<file path="src/rtl/python_encoder.sv">
// PYTHON-style link encoder: turns the fv/lv/pixel stream into 4-lane data words with
// a per-word sync code (FS/LS/IMG/LE/FE/BL/TR) and an optional per-line checksum word.
module python_encoder #(
    parameter int unsigned ROWS     = 64,
    parameter bit          CRC_EN   = 1'b1,
    parameter logic [7:0]  SYNC_FS  = 8'hAA,
    parameter logic [7:0]  SYNC_LS  = 8'h2A,
    parameter logic [7:0]  SYNC_FE  = 8'hCA,
    parameter logic [7:0]  SYNC_LE  = 8'h4A,
    parameter logic [7:0]  SYNC_IMG = 8'h35,
    parameter logic [7:0]  SYNC_BL  = 8'h15,
    parameter logic [7:0]  SYNC_TR  = 8'hE9,
    parameter logic [7:0]  SYNC_CRC = 8'h59,
    parameter logic [31:0] TR_DATA  = 32'hE9E9E9E9
) (
    input  logic        c,
    input  logic        rst_n,
    input  logic        fv,
    input  logic        lv,
    input  logic [31:0] d,
    output logic [31:0] data,
    output logic [7:0]  sync,
    output logic [2:0]  err
);
    localparam int unsigned      RowW    = $clog2(ROWS + 1);
    localparam logic [RowW-1:0] RowLast = RowW'(ROWS - 1);
    localparam logic [RowW-1:0] RowOne  = RowW'(1);
    localparam logic [1:0]      GapMin  = CRC_EN ? 2'd2 : 2'd1;

    localparam logic [1:0] StTrain = 2'd0;
    localparam logic [1:0] StBlank = 2'd1;
    localparam logic [1:0] StLine  = 2'd2;
    localparam logic [1:0] StCrc   = 2'd3;

    function automatic logic [31:0] lane_sum(input logic [31:0] a, input logic [31:0] b);
        logic [31:0] s;
        s = '0;
        for (int k = 0; k < 4; k++) s[8*k +: 8] = a[8*k +: 8] + b[8*k +: 8];
        return s;
    endfunction

    logic            fv1_q, lv1_q, fvp_q, lvp_q;
    logic [31:0]     d1_q;
    logic [1:0]      state_q, state_d;
    logic [RowW-1:0] row_q, row_d;
    logic [31:0]     acc_q, acc_d;
    logic [1:0]      gap_q, gap_d;
    logic [2:0]      err_q, err_d;
    logic [31:0]     data_q, data_d;
    logic [7:0]      sync_q, sync_d;

    logic fv_rise, lv_rise, last, cut, line_word, first;

    // Stage-1 word is classified using the raw input as its successor (lookahead).
    always_comb begin
        state_d   = state_q;
        row_d     = row_q;
        acc_d     = acc_q;
        err_d     = err_q;
        data_d    = TR_DATA;
        sync_d    = SYNC_TR;
        line_word = 1'b0;
        first     = 1'b0;
        fv_rise   = fv1_q & ~fvp_q;
        lv_rise   = lv1_q & ~lvp_q;
        last      = ~(fv & lv);
        cut       = ~fv & lv;

        if (lv1_q) gap_d = 2'd0;
        else if (gap_q != 2'd2) gap_d = gap_q + 2'd1;
        else gap_d = gap_q;

        if (lv1_q && !fv1_q) err_d[1] = 1'b1;

        case (state_q)
            StTrain: begin
                if (fv_rise && lv_rise) begin
                    line_word = 1'b1;
                    first     = 1'b1;
                end else if (fv_rise) begin
                    state_d = StBlank;
                    data_d  = '0;
                    sync_d  = SYNC_BL;
                end
            end
            StBlank: begin
                if (!fv1_q) begin
                    state_d = StTrain;
                end else if (lv_rise && gap_q >= GapMin) begin
                    line_word = 1'b1;
                    first     = 1'b1;
                end else begin
                    // A line that starts too soon is blanked out until its lv falls.
                    if (lv_rise) err_d[0] = 1'b1;
                    data_d = '0;
                    sync_d = SYNC_BL;
                end
            end
            StLine: line_word = 1'b1;
            StCrc: begin
                data_d  = acc_q;
                sync_d  = SYNC_CRC;
                state_d = fv1_q ? StBlank : StTrain;
            end
            default: state_d = StTrain;
        endcase

        if (line_word) begin
            data_d  = d1_q;
            acc_d   = first ? d1_q : lane_sum(acc_q, d1_q);
            state_d = StLine;
            if (first) sync_d = (row_q == '0) ? SYNC_FS : SYNC_LS;
            else if (last) sync_d = (row_q == RowLast && !cut) ? SYNC_FE : SYNC_LE;
            else sync_d = SYNC_IMG;
            if (last) begin
                if (CRC_EN) state_d = StCrc;
                else state_d = fv ? StBlank : StTrain;
                row_d = (row_q == RowLast && !cut) ? '0 : row_q + RowOne;
            end
        end else if (!fv1_q && row_q != '0) begin
            // Frame ended before its last row.
            err_d[2] = 1'b1;
            row_d    = '0;
        end
    end

    always_ff @(posedge c) begin
        if (!rst_n) begin
            // Stage regs reset high so a level already high after reset is not a rise.
            fv1_q   <= 1'b1;
            lv1_q   <= 1'b1;
            fvp_q   <= 1'b1;
            lvp_q   <= 1'b1;
            d1_q    <= '0;
            state_q <= StTrain;
            row_q   <= '0;
            acc_q   <= '0;
            gap_q   <= 2'd2;
            err_q   <= '0;
            data_q  <= TR_DATA;
            sync_q  <= SYNC_TR;
        end else begin
            fv1_q   <= fv;
            lv1_q   <= lv;
            fvp_q   <= fv1_q;
            lvp_q   <= lv1_q;
            d1_q    <= d;
            state_q <= state_d;
            row_q   <= row_d;
            acc_q   <= acc_d;
            gap_q   <= gap_d;
            err_q   <= err_d;
            data_q  <= data_d;
            sync_q  <= sync_d;
        end
    end

    assign data = data_q;
    assign sync = sync_q;
    assign err  = err_q;

endmodule

</file>
<file path="config.mk">
export PLATFORM = sky130hd
export DESIGN_NAME = python_encoder
export DESIGN_NICKNAME = d
export VERILOG_FILES = /design/src/rtl/python_encoder.sv
export SDC_FILE = /design/constraint.sdc
export NUM_CORES = 1
export LEC_CHECK = 0
export ABC_AREA = 1
export ABC_CLOCK_PERIOD_IN_PS = 1900
export BUFFER_PORTS_ARGS = -buffer_cell sky130_fd_sc_hd__buf_2
export CAP_MARGIN = 20
export CORE_MARGIN = 2
export CORE_UTILIZATION = 58
export DETAILED_ROUTE_END_ITERATION = 8
export GPL_TIMING_DRIVEN = 0
export PLACE_DENSITY_LB_ADDON = 0.08
export RECOVER_POWER = 25
export SYNTH_ARGS = -nofsm -noshare
export SYNTH_HDL_FRONTEND = slang
export SYNTH_SLANG_ARGS = --single-unit
</file>
<file path="constraint.sdc">
create_clock -name c -period 1.9 [get_ports c]
set_clock_uncertainty 0.15 [all_clocks]
set_input_delay 0.38 -clock c [delete_from_list [all_inputs] [get_ports c]]
set_output_delay 0.38 -clock c [all_outputs]
set_load 0.005 [all_outputs]
</file>
==> run_results.csv, run 1 <==
group,metric,value,unit
clock_tree,clk_path_buf_depth,2,
global_routing,grt_pass1_wl,28210,um
clock_tree,clk_pin_slew,0.06,ns
hold_path,hold_path_class,"input pin to register",
critical_path,cp.arrival,2.09,ns
floorplanning,die_area,11190,um^2
timing,tightestPinTransition,0.7094,ns
clock_tree,insertion_delay,0.54,ns
finish,final_cell_mix,"221 x nand2_1, 140 x inv_1, 111 x dfxtp_1",
finish,layout_commonest_cell,"nand2_1",
critical_path,endpoint,"acc_q[29]",
synth,synth-main-ff-cell,"dfxtp_1",
power_and_ir_drop,vdd_drop_max,0.6859,mV
floorplanning,die_w,105.8,um
global_routing,grt_start_max_net_pins,17,
routing,vias,6082,
clock_tree,htreeDepth,4,
timing,slew_headroom,52.70,%
global_routing,antenna_found_initial,0,
synth,synth_cell_types,37,
synth,synth_adder_area_share,7.580,%
synth,yosysWarnings,0,
floorplanning,core_area,10180,um^2
synth,yosysTopAreaCell,"dfxtp_1",
status,outcome,"complete, no violations",
finish,drive_gt1_share,20.16,%
hold_path,min_path_cells,4,
critical_path,reg2reg_to,"acc_q[29]",
critical_path,crit_path_max_fanout,4,
power_and_ir_drop,powerDensity,862.3,nW/um^2
synth,syn-instance-count,848,
timing,fin_crit,1.817,ns
finish,n_antenna_cell,0,
critical_path,cp.required,2.18,ns
routing,dr.pass1.iters,5,
critical_path,start_kind,"register",
placed_design,port_buffers,78,
routing,post_drt_wl_per_cell,15.64,um
routing,drc,0,
synth,synth_top_family_by_area,"simple AND/OR/NAND/NOR gates",
placed_design,gp_congestion,0.9224,
routing,wl,17800,um
synth,synth-seq-area-share,40.65,%
critical_path,r2r_cells,7,
routing,drtIter0Drc,538,
synth,synthXorXnorAreaFrac,2.187,%
synth,synthArstFlopShare,0,%
clock_tree,cts-buffers-inserted,17,
clock_tree,cts_tree,"done",
synth,synth_area_per_cell,7.085,um^2
finish,nNetsFinal,1060,
critical_path,end_kind,"register",
synth,synth.area.mux_share,0,%
synth,synth_edf_count,0,
finish,final_cells,1138,
critical_path,r2r_slack,0.08,ns
timing,clock.fmax,0.5502,GHz
placed_design,dp.cells,1062,
routing,vias_per_cell,5.344,
clock_tree,cts_sinks,122,
routing,final_antenna_net_count,0,
synth,ys_ff_latch,122,
timing,worst_slack,0.08253,ns
global_routing,grt_pass1_vias,5872,
finish,fillerInstances,762,
floorplanning,start_util,58.99,%
synth,synth_area_leaders,"dfxtp_1 41%, nand2_1 14%, inv_1 9.0%",
critical_path,critPathLaunch,"acc_q[26]",
clock_tree,root_buffer,"clkbuf_8",
timing,setup_viol,0,
global_routing,grt_usage,32.66,%
power_and_ir_drop,p_leak,3.927,nW
timing,hold_viol_final,0,
critical_path,rr_startpoint,"acc_q[26]",
synth,synth_simple_gate_area_share,26.53,%
synth,netlist.area_leader.share,40.65,%
critical_path,path_class,"register to register",
job,drv_cap,0,
finish,syn2layout_area_growth,29.86,%
placed_design,post-dp-hpwl,11580,um
timing,final-max-slew-violation-count,0,
floorplanning,rows,37,
floorplanning,die_h,105.8,um
timing,rsz0062_at_grt,"yes",
synth,netlist_area,6008,um^2
synth,synth_compound_area_share,11.29,%
floorplanning,ios,79,
synth,synth_fp_nets,918,
timing,fin_crit_sh,95.66,%
placed_design,place_ws,-0.4061,ns
global_routing,overflow,0,
## repair_timing
| action | 4_1_cts | 5_1_grt |
|---|---|---|
| setup endpoints to repair | 56 | 71 |
| endpoints found under the hold margin | 34 | 0 |
| buffers inserted | 7 | 4 |
| resized for setup | 11 | 69 |
| pin swaps | 3 | 11 |
| hold buffers | 34 | 0 |
## registers in the layout (all words and copies together) (netlist names)
signal   count
state_q      2
gap_q        2
d1_q        32
sync         8
fv1_q        1
lvp_q        1
err          3
row_q        7
lv1_q        1
data        32
fvp_q        1
acc_q       32
## cells in the mapped netlist, types with 3 or more instances
library cell,number
nand3b_1,3
o21ai_0,57
inv_2,5
o21ai_1,3
nand3_1,56
nor2_2,3
xor2_1,12
o22ai_1,15
fa_1,4
o32ai_1,4
buf_2,14
nand2_2,6
nor2_1,55
ha_1,30
clkinv_1,4
inv_1,144
a21oi_1,27
a31oi_1,10
or2_2,7
xnor2_1,3
nand4_1,14
nand2_1,224
dfxtp_1,122
clkbuf_1,9
## routing by layer
layer | vias to the layer above | track usage (%) | routed length (um)
li1 | 2965 | - | -
met1 | 2760 | 39.31 | 7117
met2 | 293 | 55.02 | 8409
met3 | 64 | 6.865 | 1600
met4 | 0 | 16.64 | 671
met5 | - | 0 | 0
## metrics by stage
step                      total power [mW]  hold WS [ns]  instance area (um^2)  TNS (ns)  util (%)
final                                6.728        0.1817                  7802         0     76.61
after global routing                 6.937        0.1871                  7802  -0.05254     76.61
after CTS                            6.677        0.1475                  7604         0     74.66
after detailed placement             3.357        0.2673                  6569    -9.699     64.50
after global placement               3.338        0.2562                  6569    -8.136     64.50
after floorplan                      3.133        0.2481                  6008         0         -
## worst max-delay path, cell delays in order (launching register included)
cell	delay, ns
dfxtp_1	0.39
ha_4	0.24
or2_2	0.29
nand2_1	0.11
o21ai_0	0.11
or2_2	0.28
nand3_1	0.07
a21oi_1	0.06
## cells by family after synthesis
| family | after synthesis |
|---|---|
| flip-flops | 122 |
| buffers and inverters | 181 |
| XOR/XNOR | 15 |
| adder cells (fa/ha/maj) | 34 |
| AO/OA/AOI/OAI | 122 |
| AND/OR/NAND/NOR | 374 |
## cell type report
cell class / instances / area [um^2] / area share, %
buffer: 27 / 177.7 / 2.277
clock buffer: 23 / 486.7 / 6.238
clock inverter: 8 / 115.1 / 1.475
inverter: 154 / 585.6 / 7.505
multi-input combinational: 545 / 2998 / 38.42
sequential: 122 / 2456 / 31.48
tap: 136 / 170.2 / 2.181
timing repair buffer: 123 / 813.3 / 10.42
## where the power goes
part | internal [mW] | switching (mW) | total (mW)
clock | 2.15 | 1.13 | 3.29
sequential | 2.69 | 0.0738 | 2.76
combinational | 0.293 | 0.388 | 0.681
## how the worst min path moves through the flow
stage	slack, ns	start	endpoint
2_1_floorplan	0.25	gap_q[1]	gap_q[0]
3_3_place_gp	0.26	gap_q[1]	gap_q[0]
3_5_place_dp	0.27	gap_q[1]	gap_q[0]
4_1_cts	0.15	rst_n	data[5]
5_1_grt	0.19	rst_n	data[3]
6_report	0.18	rst_n	data[11]
Power figures use the tool's default switching activity.
==> inputs of run 2 (changes only) <==
ABC_CLOCK_PERIOD_IN_PS = 2100   (was 1900)
CORE_UTILIZATION = 35   (was 58)
clock period = 2.1 ns   (was 1.9 ns; I/O delays follow)
==> run_results.csv, run 2 (same netlist as run 1, synthesis figures left out) <==
group,metric,value,unit
placed_design,place_ws,-0.2468,ns
floorplanning,ios,79,
finish,nNetsFinal,1019,
finish,syn2layout_area_growth,21.80,%
timing,worst_slack,0.05942,ns
hold_path,hp-start,"d[11]",
global_routing,grt_pass1_wl,27700,um
clock_tree,htreeDepth,4,
critical_path,reg2reg_to,"data[31]",
placed_design,placed_area,6674,um^2
critical_path,end_kind,"register",
power_and_ir_drop,vdd_drop_max,0.5871,mV
routing,post_drt_wl_per_cell,15.21,um
clock_tree,hold_buffers,0,
finish,stdcell_area,7318,um^2
hold_path,hold_path_class,"input pin to register",
routing,final_antenna_net_count,0,
floorplanning,die_area,18230,um^2
floorplanning,die_w,135.0,um
critical_path,start_kind,"register",
status,outcome,"complete, no violations",
power_and_ir_drop,p_leak,3.668,nW
global_routing,antenna_found_initial,0,
finish,layout_commonest_cell,"nand2_1",
power_and_ir_drop,powerDensity,802.5,nW/um^2
critical_path,cp.arrival,2.16,ns
critical_path,r2r_slack,0.06,ns
timing,tightestPinTransition,0.7615,ns
critical_path,crit_path_max_fanout,10,
routing,drtIter0Drc,361,
floorplanning,core_area,16700,um^2
clock_tree,clk_path_buf_depth,2,
critical_path,critPathLaunch,"state_q[0]",
routing,drc,0,
floorplanning,start_util,35.98,%
timing,fin_crit,2.041,ns
routing,dr.pass1.iters,5,
critical_path,rr_startpoint,"state_q[0]",
critical_path,path_class,"register to register",
floorplanning,rows,47,
clock_tree,cts-buffers-inserted,17,
floorplanning,die_h,135.0,um
clock_tree,insertion_delay,0.42,ns
routing,wl,17940,um
routing,vias,5583,
timing,final.setup.tns,0,ns
critical_path,endpoint,"data[31]",
clock_tree,cts_sinks,122,
finish,drive_gt1_share,15.83,%
placed_design,port_buffers,78,
timing,setup_viol,0,
critical_path,cp.required,2.22,ns
timing,slew_headroom,49.23,%
clock_tree,cts_tree,"done",
global_routing,grt_start_max_net_pins,17,
routing,vias_per_cell,4.731,
global_routing,overflow,0,
power_and_ir_drop,finalPower,5.873,mW
finish,final_cell_mix,"223 x nand2_1, 144 x inv_1, 122 x dfxtp_1",
global_routing,grt_usage,20.28,%
timing,fin_crit_sh,97.17,%
finish,final_util,43.82,%
finish,n_antenna_cell,0,
placed_design,post-dp-hpwl,12450,um
timing,clock.fmax,0.4901,GHz
critical_path,r2r_cells,9,
timing,hold_viol_final,0,
timing,final-max-slew-violation-count,0,
clock_tree,root_buffer,"clkbuf_16",
timing,rsz0062_at_grt,"yes",
placed_design,gp_congestion,0.8535,
clock_tree,clk_pin_slew,0.06,ns
global_routing,grt_pass1_vias,4979,
job,drv_cap,0,
[run 2: report_power, final]
part	internal, mW	switching [mW]	total (mW)
clock network	1.82	1.04	2.86
registers	2.43	0.0598	2.49
logic	0.199	0.331	0.529
total	4.44	1.43	5.87
[run 2: routing by layer]
metal	GRT usage [%]	wire length, um	vias up
li1	-	-	2892
met1	27.65	8695	2507
met2	32.18	7888	160
met3	3.679	970	24
met4	7.350	386	0
met5	0	0	-
[run 2: timing repair]
item | in CTS | in global routing
setup buffers | 0 | 4
resized for setup | 1 | 17
setup endpoints to repair | 15 | 50
pin swaps | 0 | 1
[run 2: layout make-up]
type | count | area [um^2]
fill | 1792 | 9383
multi-input combinational | 545 | 2899
sequential | 122 | 2442
inverter | 154 | 583.1
clock buffer | 22 | 474.2
timing repair buffer | 82 | 411.6
tap | 220 | 275.3
buffer | 27 | 137.6
clock inverter | 8 | 95.09
[run 2: critical path, stage by stage (launching register included)]
cell and delay (ns):
dfxtp_1 0.39, nand2_1 0.11, nor2_2 0.16, nand2_2 0.12, nand2_8 0.13, nor2_4 0.07, buf_4 0.16, buf_2 0.22
o21ai_0 0.27, nand2_1 0.11
[run 2: worst min path at each step]
stage / end / slack [ns] / depth (start not counted)
floorplan: gap_q[0] / 0.25 / 1
global placement: gap_q[0] / 0.26 / 1
detailed placement: gap_q[0] / 0.27 / 1
CTS: d1_q[11] / 0.02 / 3
global route: d1_q[11] / 0.03 / 3
finish: d1_q[11] / 0.03 / 3
[run 2: through the flow]
stage          hold slack, ns  cells
6_report              0.03348   1180
4_1_cts               0.01847   1176
3_3_place_gp           0.2620   1146
2_1_floorplan          0.2481    848
5_1_grt               0.03043   1180
3_5_place_dp           0.2675   1146
